File: src/rtl/serial_adder_pkg.sv
// Shared types and defaults for the bit-serial adder controller.
package serial_adder_pkg;

  localparam int DEFAULT_WIDTH = 8;

  typedef enum logic [1:0] {
    IDLE  = 2'd0,
    SHIFT = 2'd1,
    DONE  = 2'd2
  } state_e;

endpackage

File: src/rtl/serial_fa_cell.sv
// Purely combinational 1-bit full adder, reused once per clock by the controller.
module serial_fa_cell (
  input  logic x,
  input  logic y,
  input  logic ci,
  output logic s,
  output logic co
);

  assign s  = x ^ y ^ ci;
  assign co = (x & y) | (ci & (x ^ y));

endmodule

File: src/rtl/serial_adder_ctrl.sv
// Bit-serial add controller: one full-adder cell, one bit per clock, LSB first.
// Optional subtract mode (sub port) is enabled by defining SERIAL_ADDER_SUB_EN.
module serial_adder_ctrl
  import serial_adder_pkg::*;
#(
  parameter int WIDTH = DEFAULT_WIDTH
) (
  input  logic             clk,
  input  logic             rst,
  input  logic             start,
  input  logic [WIDTH-1:0] a,
  input  logic [WIDTH-1:0] b,
  input  logic             cin,
`ifdef SERIAL_ADDER_SUB_EN
  input  logic             sub,
`endif
  output logic             busy,
  output logic             done,
  output logic [WIDTH-1:0] sum,
  output logic             cout,
  output logic [1:0]       dbg_state
);

  // Handshake: start is a request taken only while IDLE (busy or done high means
  // it is dropped, never queued); done is a one-cycle valid for sum/cout with no
  // backpressure, and sum/cout hold afterwards.

  localparam int CNT_W = $clog2(WIDTH);
  localparam logic [CNT_W-1:0] LAST_BIT = CNT_W'(WIDTH - 1);

  state_e           r_state;
  logic [WIDTH-1:0] r_ra;
  logic [WIDTH-1:0] r_rb;
  logic [WIDTH-1:0] r_sum;
  logic [CNT_W-1:0] r_cnt;
  logic             r_carry;
  logic             r_cout;
  logic             r_busy;
  logic             r_done;

  logic [WIDTH-1:0] w_rb_load;
  logic             w_carry_load;
  logic             w_s;
  logic             w_co;

`ifdef SERIAL_ADDER_SUB_EN
  // Subtract as a + ~b + 1; cout then reads as "no borrow".
  assign w_rb_load    = sub ? ~b : b;
  assign w_carry_load = sub ? 1'b1 : cin;
`else
  assign w_rb_load    = b;
  assign w_carry_load = cin;
`endif

  serial_fa_cell u_fa (
    .x  (r_ra[0]),
    .y  (r_rb[0]),
    .ci (r_carry),
    .s  (w_s),
    .co (w_co)
  );

  always_ff @(posedge clk or posedge rst) begin
    if (rst) begin
      r_state <= IDLE;
      r_ra    <= '0;
      r_rb    <= '0;
      r_sum   <= '0;
      r_cnt   <= '0;
      r_carry <= 1'b0;
      r_cout  <= 1'b0;
      r_busy  <= 1'b0;
      r_done  <= 1'b0;
    end else begin
      case (r_state)
        IDLE: begin
          if (start) begin
            r_ra    <= a;
            r_rb    <= w_rb_load;
            r_carry <= w_carry_load;
            r_cnt   <= '0;
            r_busy  <= 1'b1;
            r_state <= SHIFT;
          end
        end
        SHIFT: begin
          r_carry <= w_co;
          r_ra    <= r_ra >> 1;
          r_rb    <= r_rb >> 1;
          r_sum   <= {w_s, r_sum[WIDTH-1:1]};
          // Counter stops at the last bit so it never wraps for power-of-two widths.
          if (r_cnt == LAST_BIT) begin
            r_cout  <= w_co;
            r_busy  <= 1'b0;
            r_done  <= 1'b1;
            r_state <= DONE;
          end else begin
            r_cnt <= r_cnt + CNT_W'(1);
          end
        end
        DONE: begin
          r_done  <= 1'b0;
          r_state <= IDLE;
        end
        default: begin
          r_busy  <= 1'b0;
          r_done  <= 1'b0;
          r_state <= IDLE;
        end
      endcase
    end
  end

  assign busy      = r_busy;
  assign done      = r_done;
  assign sum       = r_sum;
  assign cout      = r_cout;
  assign dbg_state = r_state;

endmodule

File: config.mk
export PLATFORM = sky130hd
export DESIGN_NAME = serial_adder_ctrl
export DESIGN_NICKNAME = d
export VERILOG_FILES = /design/src/rtl/serial_adder_pkg.sv /design/src/rtl/serial_fa_cell.sv /design/src/rtl/serial_adder_ctrl.sv
export SDC_FILE = /design/constraint.sdc
export NUM_CORES = 1
export LEC_CHECK = 0
export CELL_PAD_IN_SITES_DETAIL_PLACEMENT = 1
export CELL_PAD_IN_SITES_GLOBAL_PLACEMENT = 1
export CORE_ASPECT_RATIO = 1.25
export CORE_UTILIZATION = 38
export CTS_BUF_LIST = sky130_fd_sc_hd__clkbuf_8 sky130_fd_sc_hd__clkbuf_16
export CTS_CLUSTER_SIZE = 14
export DETAILED_ROUTE_END_ITERATION = 12
export PLACE_DENSITY = 0.85
export SETUP_SLACK_MARGIN = 0.5
export SYNTH_ARGS = -nofsm -noshare
export SYNTH_HDL_FRONTEND = slang
export SYNTH_SLANG_ARGS = --single-unit
export TNS_END_PERCENT = 5
File: constraint.sdc
create_clock -name clk -period 1.7 [get_ports clk]
set_clock_uncertainty 0.05 [all_clocks]
set_input_delay 0.34 -clock clk [delete_from_list [all_inputs] [get_ports clk]]
set_output_delay 0.34 -clock clk [all_outputs]
set_load 0.01 [all_outputs]
Yosys cells after proc, flatten, opt, wreduce, memory -nomap -nowiden
Index checks and enable logic that the tools add are counted.
{ "word_totals": {"register_bits": 33, "input_bits": 20, "elab_cells": 48} }
{ "classes": {"n_addsub": 1, "n_eq_ne": 6, "mux": 17, "n_bitwise": 7, "reduce_logical": 8} }
{ "ops": {"columns": ["operator", "n"], "rows": [
  ["$pmux 8 s2", 2],
  ["$mux 8", 2],
  ["$reduce_and 2->1", 4],
  ["$mux 3", 2],
  ["$ne 2x2->1 const B", 3],
  ["$pmux 3 s2", 1],
  ["$reduce_and 3->1", 2],
  ["$mux 1", 4],
  ["$mux 2", 2],
  ["$pmux 1 s2", 2],
  ["$pmux 2 s2", 1],
  ["$add 3x1->3 const B", 1],
  ["$eq 3x3->1 const B", 1],
  ["$pmux 1 s3", 1],
  ["$and 1x1->1", 2],
  ["$eq 2x1->1 const B", 1],
  ["$eq 2x2->1 const B", 1],
  ["$logic_not 2->1", 1],
  ["$not 1->1", 2],
  ["$reduce_bool 2->1", 1],
  ["$xor 1x1->1", 2],
  ["$or 1x1->1", 1]
]} }

Depth between registers and ports, before layout
{ "depth": {"ltp_word": 4, "mapped_depth": 6, "ltp_nobuf": 5} }

Hierarchy
Synthesis repeated with hierarchy kept, for this count alone.
{ "hier_totals": {"hier_cells": 135, "area_unflattened_um2": 1487.7} }
{ "by_module_without_submodules": {"columns": ["module", "n_inst", "cells_each", "area_each_um2", "seq_area_each_um2"], "rows": [
  ["serial_adder_ctrl", 1, 134, 1467.7, 825.8],
  ["serial_fa_cell", 1, 1, 20.0, 0.0]
]} }

Least setup slack after synthesis
No wires, ideal clock.
{ "synth_path": {"kind": "register to register", "startpoint": "register r_cnt[0]", "endpoint": "register r_cout (netlist: cout)", "setup_ns": 0.127, "arrival_ns": 1.347, "required_ns": 1.523, "setup_slack_ns": 0.176, "path_stages_with_launch": 6, "path_buffers": 1, "cell_sequence": "dfrtp_1 ha_1 ha_1 clkbuf_1 and2_4 mux2_1"} }
{ "synth_between": {"elab_chain_cells": 2} }
{ "synth_lines": {"columns": ["element", "line_no", "source"], "rows": [
  ["from (decl)", "serial_adder_ctrl.sv:35", "logic [CNT_W-1:0] r_cnt;"],
  ["from (signal assigned)", "serial_adder_ctrl.sv:98", "r_cnt <= r_cnt + CNT_W'(1);"],
  ["$eq 3x3->1", "serial_adder_ctrl.sv:92", "if (r_cnt == LAST_BIT) begin"],
  ["$reduce_and 2->1 (no source line)", null, null],
  ["to (signal assigned)", "serial_adder_ctrl.sv:93", "r_cout <= w_co;"],
  ["to (decl)", "serial_adder_ctrl.sv:37", "logic r_cout;"]
]} }
Every way passes these cells.
A chain may end at the register's enable or synchronous reset.

Worst setup path after layout
{ "layout_path": {"startpoint": "register r_cnt[1]", "endpoint": "register r_cout (netlist: cout)"} }
The elaborated chain is that of the path after synthesis.

==> flow_summary.ini <==
[run_status]
status = complete, no violations

[finish]
final_cell_area_um2 = 2230
utilization_pct = 58.3
mostFrequentLayoutCell = dfrtp_1
nets = 220
drive_gt1_share_pct = 25.3
mostFrequentLayoutCells = 32 x dfrtp_1, 24 x nand2_1, 18 x clkdlybuf4s50_1, 18 x buf_4
area_delta_synth_final_pct = 45.9
n_antenna_cell = 0
finalNonFillerCells = 252
fillers = 414

[clock_network]
clkSinkCount = 33
cts_root_buf = clkbuf_8
tritoncts = yes
cts_hold_buf = 0
clk_pin_slew_worst_paths_ns = 0.07
clockBufferDepth = 2
clk_latency_ns = 0.29
cts_buffers = 5
h-tree-depth = 2

[sta]
fmax_mhz = 727
rsz0062_at_grt = true
slew_viol_final = 0
worst_pin_slew_ns = 0.415
finalCritPeriodShare_pct = 80.9
hold_ws_ns = 0.396
hold_violations = 0
finalCriticalPeriod_ns = 1.38
finalSetupViolations = 0
slew_headroom_pct = 72.3

[critical_path]
crit_required_ns = 1.82
cp-start-kind = flop
r2r_end = cout
path_class = reg -> reg
crit_arrival_ns = 1.49
crit_path_start = r_cnt[1]
reg2regPathDepth = 4
r2r_setup_slack_ns = 0.32
regToRegStartpoint = r_cnt[1]
cp_max_fo = 7
endpoint_kind = flop

[placed_design]
gp_congestion = 0.724
place_area_um2 = 1930
dp.cells = 228
dpl.hpwl_um = 2520
io_buffers = 32

[detailed_routing]
drtAntennaViolNets = 0
wire_per_inst_um = 15.8
drc = 0
drt_iter0_drc = 37
vias_per_cell = 5.14
via_count = 1295
dr.pass1.iters = 4
postRouteWirelength_um = 3990

[synthesis]
synth_nets = 168
synth_cells = 145
yosysWarnings = 0
syn_area_um2 = 1530
ys_seq_elements = 33
synth_area_per_cell_um2 = 10.5
synth.distinct_cells = 26
ys_seq_area_share_pct = 54.1

[power]
p_leak_nw = 1.04
ir_drop_v = 0.00101
p_total_w = 0.00395
power_density_nw_per_um2 = 1780

[floorplan]
pin_count = 33
coreArea_um2 = 3820
die_y_um = 72.8
dieArea_um2 = 4270
row_count = 25
start_util_pct = 40.0
fp.dieW_um = 58.7

[grt]
grt_pass1_wl_um = 6540
antenna_found_initial = 0
gr-total-overflow = 0
grt_pass1_vias = 1428
gr-usage-met3_pct = 5.14
use_met1_pct = 22.3
track_usage_pct = 20.9
grt_max_degree = 34
busiest_layer = met2
use_met2_pct = 38.6

[min_path]
worstHoldPathType = in -> async

[flow_run]
drv_cap = 0
[critical path: stages, from the launching register on]
cell,delay [ns]
dfrtp_1,0.39
ha_2,0.20
ha_4,0.18
and2_4,0.14
mux2_4,0.29
[logic make-up (layout without fill, tap and decap cells)]
group	count (synthesis)	count (layout)	share of synthesized area, %
buffers and inverters	20	73	6.32
adders and majority gates	3	3	2.95
AOI/OAI and AO/OA	35	35	19.4
and+or+nand+nor	53	53	16.5
muxes	1	1	0.738
DFF	33	33	54.1
[synthesized netlist by cell type, drive strengths merged]
| master | instances | area share, % |
|---|---|---|
| dfrtp | 33 | 54 |
| nor2b | 1 | 0.41 |
| o21a | 8 | 3.9 |
| clkbuf | 2 | 0.49 |
| nor3 | 1 | 0.33 |
| and2 | 1 | 0.57 |
| a32oi | 8 | 4.6 |
| nand2b | 4 | 1.6 |
| a21oi | 4 | 1.3 |
| a22oi | 2 | 0.98 |
| mux2 | 1 | 0.74 |
| nand2 | 24 | 5.9 |
| buf | 8 | 3.4 |
| nand3b | 7 | 3.4 |
| a22o | 2 | 1.1 |
| nor2 | 14 | 3.8 |
| o221a | 7 | 5.2 |
| inv | 10 | 2.5 |
| ha | 2 | 1.6 |
| a21o | 1 | 0.49 |
| or2 | 1 | 0.41 |
| fa | 1 | 1.3 |
| o2bb2ai | 3 | 1.7 |
[layer usage]
metal	vias up	routed length, µm	part of all wire (%)
met3	8	154	3.9
met5	-	0	0
met4	0	90	2.3
met1	651	1540	39
li1	604	-	-
met2	32	2200	55
[where the power goes]
part	switching [W]	internal [W]
sequential	0.000235	0.00114
clock	0.000283	0.000472
combinational	0.000863	0.000957
total	0.00138	0.00257
[per-stage QoR]
stage                     setup slack [ns]  setup TNS (ns)
after floorplan                      0.261               0
after global placement             -0.0153          -0.101
after detailed placement           -0.0740          -0.441
after CTS                            0.332               0
after global routing                 0.297               0
final                                0.325               0
[final cells by class]
type	instances	area, µm²	share of cell area (%)
Sequential cell	33	827	37.2
Multi-Input combinational cell	92	663	29.8
Timing Repair Buffer	55	514	23.1
Clock buffer	6	82.6	3.71
Tap cell	54	67.6	3.04
Inverter	10	37.5	1.69
Clock inverter	2	33.8	1.52
[worst max path at each step]
stage          slack (ns)       end  depth (start not counted)
3_3_place_gp        -0.02   r_rb[0]                          4
3_5_place_dp        -0.07   r_rb[0]                          4
4_1_cts              0.33      cout                          4
6_report             0.32      cout                          4
2_1_floorplan        0.26      cout                          5
5_1_grt              0.30  r_cnt[0]                          6
[state kept, by name, summed over array words and instances (netlist names)]
name	count
dbg_state	2
r_carry	1
sum	8
done	1
cout	1
r_rb	8
busy	1
r_cnt	3
r_ra	8
[what timing repair did]
item,CTS,global route
gates resized for setup,28,6
pin swaps,2,1
endpoints found under the setup margin,44,44
buffers inserted,12,4
Note: power is estimated with default switching activity, not from simulation.
